===== src/rtl/foreground_frame_stats.sv =====
// Per-frame foreground statistics: pixel count, bounding box and motion flag,
// accumulated from a raster is_foreground stream and handed off over valid/ready.
module foreground_frame_stats #(
    parameter  int FRAME_WIDTH      = 320,
    parameter  int FRAME_HEIGHT     = 240,
    parameter  int MOTION_THRESHOLD = 64,
    localparam int XW = $clog2(FRAME_WIDTH),
    localparam int YW = $clog2(FRAME_HEIGHT),
    localparam int CW = $clog2(FRAME_WIDTH*FRAME_HEIGHT+1)
) (
    input  logic          clk,
    input  logic          reset,
    input  logic          pixel_valid,
    input  logic          start_of_frame,
    input  logic          is_foreground,
    output logic          stats_valid,
    input  logic          stats_ready,
    output logic [CW-1:0] fg_count,
    output logic [XW-1:0] min_x,
    output logic [XW-1:0] max_x,
    output logic [YW-1:0] min_y,
    output logic [YW-1:0] max_y,
    output logic          bbox_empty,
    output logic          motion_detected,
    output logic          frame_overrun,
    output logic          sync_error
);

    // state | meaning
    // IDLE  | waiting for pixel_valid && start_of_frame
    // ACCUM | mid-frame, each valid pixel advances (x,y)
    typedef enum logic {IDLE, ACCUM} state_t;

    state_t        state_q;
    logic [XW-1:0] x_q, minx_q, out_minx_q, out_maxx_q, maxx_q;
    logic [YW-1:0] y_q, miny_q, out_miny_q, out_maxy_q, maxy_q;
    logic [CW-1:0] cnt_q, out_cnt_q;
    logic          seen_q, valid_q, empty_q, motion_q, overrun_q, sync_err_q;

    logic [XW-1:0] px, b_minx, minx_d, maxx_d;
    logic [YW-1:0] py, b_miny, miny_d, maxy_d;
    logic [CW-1:0] b_cnt, cnt_d;
    logic          b_seen, seen_d, take, last, frame_done, resync;

    always_comb begin
        take   = pixel_valid && (state_q == ACCUM || start_of_frame);
        // start_of_frame forces (0,0) and fresh accumulators for this pixel
        px     = start_of_frame ? '0 : x_q;
        py     = start_of_frame ? '0 : y_q;
        b_cnt  = start_of_frame ? '0 : cnt_q;
        b_seen = start_of_frame ? 1'b0 : seen_q;
        b_minx = minx_q;
        b_miny = miny_q;
        cnt_d  = b_cnt;
        seen_d = b_seen;
        minx_d = b_minx;
        maxx_d = maxx_q;
        miny_d = b_miny;
        maxy_d = maxy_q;
        if (is_foreground) begin
            cnt_d  = b_cnt + 1'b1;
            seen_d = 1'b1;
            minx_d = (!b_seen || px < b_minx)  ? px : b_minx;
            maxx_d = (!b_seen || px > maxx_q)  ? px : maxx_q;
            miny_d = (!b_seen || py < b_miny)  ? py : b_miny;
            maxy_d = (!b_seen || py > maxy_q)  ? py : maxy_q;
        end
        last       = (px == XW'(FRAME_WIDTH-1)) && (py == YW'(FRAME_HEIGHT-1));
        frame_done = take && last;
        resync     = pixel_valid && start_of_frame && (state_q == ACCUM) &&
                     (x_q != '0 || y_q != '0);
    end

    always_ff @(posedge clk) begin
        if (reset) begin
            state_q    <= IDLE;
            x_q        <= '0;
            y_q        <= '0;
            cnt_q      <= '0;
            seen_q     <= 1'b0;
            minx_q     <= '0;
            maxx_q     <= '0;
            miny_q     <= '0;
            maxy_q     <= '0;
            valid_q    <= 1'b0;
            out_cnt_q  <= '0;
            out_minx_q <= '0;
            out_maxx_q <= '0;
            out_miny_q <= '0;
            out_maxy_q <= '0;
            empty_q    <= 1'b0;
            motion_q   <= 1'b0;
            overrun_q  <= 1'b0;
            sync_err_q <= 1'b0;
        end else begin
            overrun_q  <= 1'b0;
            sync_err_q <= resync;
            if (take) begin
                cnt_q  <= cnt_d;
                seen_q <= seen_d;
                minx_q <= minx_d;
                maxx_q <= maxx_d;
                miny_q <= miny_d;
                maxy_q <= maxy_d;
                if (last) begin
                    state_q <= IDLE;
                    x_q     <= '0;
                    y_q     <= '0;
                end else begin
                    state_q <= ACCUM;
                    if (px == XW'(FRAME_WIDTH-1)) begin
                        x_q <= '0;
                        y_q <= py + 1'b1;
                    end else begin
                        x_q <= px + 1'b1;
                        y_q <= py;
                    end
                end
            end
            if (frame_done) begin
                if (!valid_q || stats_ready) begin
                    valid_q    <= 1'b1;
                    out_cnt_q  <= cnt_d;
                    out_minx_q <= seen_d ? minx_d : '0;
                    out_maxx_q <= seen_d ? maxx_d : '0;
                    out_miny_q <= seen_d ? miny_d : '0;
                    out_maxy_q <= seen_d ? maxy_d : '0;
                    empty_q    <= !seen_d;
                    motion_q   <= (32'(cnt_d) >= MOTION_THRESHOLD);
                end else begin
                    overrun_q <= 1'b1;
                end
            end else if (valid_q && stats_ready) begin
                valid_q <= 1'b0;
            end
        end
    end

    assign stats_valid     = valid_q;
    assign fg_count        = out_cnt_q;
    assign min_x           = out_minx_q;
    assign max_x           = out_maxx_q;
    assign min_y           = out_miny_q;
    assign max_y           = out_maxy_q;
    assign bbox_empty      = empty_q;
    assign motion_detected = motion_q;
    assign frame_overrun   = overrun_q;
    assign sync_error      = sync_err_q;

endmodule


===== config.mk =====
export PLATFORM = sky130hd
export DESIGN_NAME = foreground_frame_stats
export DESIGN_NICKNAME = d
export VERILOG_FILES = /design/src/rtl/foreground_frame_stats.sv
export SDC_FILE = /design/constraint.sdc
export NUM_CORES = 1
export LEC_CHECK = 0
export CAP_MARGIN = 20
export CORE_MARGIN = 2
export CORE_UTILIZATION = 33
export CTS_CLUSTER_DIAMETER = 80
export CTS_CLUSTER_SIZE = 16
export DETAILED_ROUTE_END_ITERATION = 7
export PLACE_DENSITY = 0.54
export SLEW_MARGIN = 30
export SYNTH_ARGS = -nofsm -noshare
export SYNTH_HDL_FRONTEND = slang
export SYNTH_SLANG_ARGS = --single-unit

===== constraint.sdc =====
create_clock -name clk -period 4.9 [get_ports clk]
set_input_delay 1.47 -clock clk [delete_from_list [all_inputs] [get_ports clk]]
set_output_delay 1.47 -clock clk [all_outputs]
set_load 0.02 [all_outputs]

==> results.yml <==
critical_path:
  critPathLaunchType: "input pin"
  crit_arrival_ns: 4.26
  critPathKind: "input pin to register"
  worstSetupEndpointType: "register"
  crit_buf_inv: 3
  cp_common_cell: "nand3_1"
  r2r_setup_slack_ns: 1.88
  cp_slowest_stage_delay_ns: 0.73
  critPathTopFamily: "simple AND/OR/NAND/NOR gates"
  worstPathMaxFanout: 36
  required_ns: 5.25
  critical_path.cell_chain: "buf_2, nand2b_1, inv_1, ha_1, nand3_1, or4_1, nor3_2, nor4b_4, buf_4, nand3_1, nand3_1"
  slowest_stage: "or4_1"
placement:
  place_congestion: 0.876
  port_buffers: 61
  placedCellCount: 1110
  place_ws_ns: 0.560
  dp_hpwl_um: 13500
  post_dp_cell_area_mm2: 0.00744
timing:
  final_max_slew_viol_count: 0
  skew_ns: 0.00791
  max_slew.worst_pin.slew_ns: 0.984
  fin_crit_sh_pct: 79.8
  hold_viol_final: 0
  fin_ws_ns: 0.989
  slew_headroom_pct: 34.1
  rsz0062_at_grt: "false"
  setup_viol: 0
  max_freq_mhz: 256
  period_minus_slack_ns: 3.91
  tns_ns: 0
route:
  viasPerCell: 5.26
  drc: 0
  vias: 5990
  first_iter_violations: 467
  routed_wl_um: 18800
  drtAntennaViolNets: 0
  wl_per_cell_um: 16.5
  firstDrtPassIters: 5
run:
  cap_violations: 0
synth:
  synth_area_leaders: "dfxtp_1 39%, ha_1 5.9%, nand2_1 5.7%"
  synth_area_mm2: 0.00654
  synth_edf_count: 0
  synth.avg_cell_area_um2: 8.06
  yosysSeqAreaShare_pct: 38.6
  syn-instance-count: 811
  syn_nets: 848
  netlist.area_leader.share_pct: 38.6
  synth_cell_types: 64
  yosys_warnings: 0
  synthArstFlopShare_pct: 0
  synth_top_cell_by_area: "dfxtp_1"
  ys_ff_latch: 126
  synth-main-ff-cell: "dfxtp_1"
run_status:
  status: "finished, final reports clean"
clocking:
  cts_buffer_depth: 2
  cts_resized: 0
  htreeDepth: 4
  cts.clk_slew.worst_paths_ns: 0.05
  cts_tree: "yes"
  cts_setup_buffers: 0
  cts_buffers: 17
  insertion_delay_ns: 0.42
  cts-root-buf: "clkbuf_16"
  hold_buffers: 0
  numClockSinks: 126
global_routing:
  grt_antenna_before_repair: 0
  grt_use_total_pct: 18.9
  grt_pass1_vias: 5600
  grt_first_pass_wirelength_um: 30400
  grt_max_degree: 45
  grt_overflow: 0
floorplan:
  num_rows: 51
  die_w_um: 145
  die_area_mm2: 0.0210
  io-pin-count: 62
  start_util_pct: 33.6
  die_y_um: 145
  coreArea_mm2: 0.0195
cells_and_area:
  area_growth_pct: 23.0
  nFillCells: 2030
  layout_common_cells: "126 x dfxtp_1, 99 x nand2_1, 70 x nor2_1, 60 x a21oi_1, 59 x clkdlybuf4s50_1"
  mostFrequentLayoutCell: "dfxtp_1"
  final_nets: 901
  final_layout_size_suffix_gt1_share_pct: 7.55
  fin_cells: 1139
  fin_area_mm2: 0.00804
  antenna_cells: 0
power_and_ir_drop:
  ir_drop_mv: 0.250
  leakage_nw: 3.02
  p_total_w: 0.00246
  powerDensity_mw_per_mm2: 306
hold_path:
  hp-class: "register to register"
[report_power, final]
group	switching, W	total, W	internal (W)
Sequential	0.00000528	0.00104	0.00103
Combinational	0.0000903	0.000124	0.0000336
Clock	0.000447	0.00130	0.000857
Total	0.000543	0.00246	0.00192
[final cells by class]
| type | count | area, um^2 | share of cell area [%] |
|---|---|---|---|
| multi-input combinational | 593 | 3640 | 45.3 |
| sequential | 126 | 2520 | 31.4 |
| timing repair buffer | 86 | 788 | 9.80 |
| clock buffer | 23 | 498 | 6.19 |
| tap | 265 | 332 | 4.12 |
| inverter | 40 | 150 | 1.87 |
| clock inverter | 6 | 108 | 1.34 |
[final timing paths]
kind                                startpoint       end  cells after the start
worst max-delay path            start_of_frame  min_x[5]                     11
worst max register to register          x_q[0]  min_x[5]                     10
worst min register to register        max_y[7]  max_y[7]                      2
worst min-delay path                  max_y[7]  max_y[7]                      2
[Yosys cell counts, types with 22 or more instances]
master	instances
nand2_1	99
a21oi_1	60
inv_1	40
clkbuf_1	40
nor2_1	70
nand3_1	36
dfxtp_1	126
ha_1	31
nand4_1	23
o21ai_0	43
mux2i_1	22
[registers in the layout (all words and copies together) (netlist names), 8 cells and up]
register / cells
min_y: 8
fg_count: 17
min_x: 9
y_q: 8
max_y: 8
x_q: 9
max_x: 9
maxx_q: 9
maxy_q: 8
b_minx: 9
cnt_q: 17
b_miny: 8
[per-layer routing]
layer  track usage (%)  up-vias  share of wire (%)
li1                  -     3005                  -
met1              25.1     2838                 48
met2              30.1      126                 46
met3              4.77       21                4.3
met4              5.77        0                1.6
met5                 0        -                  0
[kinds of logic (layout without fill, tap and decap cells)]
kind of cell,after synthesis,in the layout,synth area share (%)
and+or+nand+nor,323,323,24.5
AOI/OAI and AO/OA,195,195,18.8
DFF,126,126,38.6
buffers and inverters,92,155,5.76
adders and majority gates,31,31,5.93
muxes,23,23,3.54
xor gates and xnor gates,21,21,2.81
[worst reg2reg max path: stages, from the launching register on]
cell and delay (ns):
dfxtp_1 0.38, nand2b_1 0.12, inv_1 0.09, ha_1 0.21, nand3_1 0.20, or4_1 0.73, nor3_2 0.24, nor4b_4 0.21
buf_4 0.38, nand3_1 0.26, nand3_1 0.14
[stage by stage]
stage	utilization [%]	hold WS [ns]
after CTS	41.3	0.441
after floorplan	-	0.441
after global routing	41.3	0.463
after detailed placement	38.2	0.433
final	41.3	0.434
after global placement	38.2	0.427
Note: power is estimated with default switching activity, not from simulation.
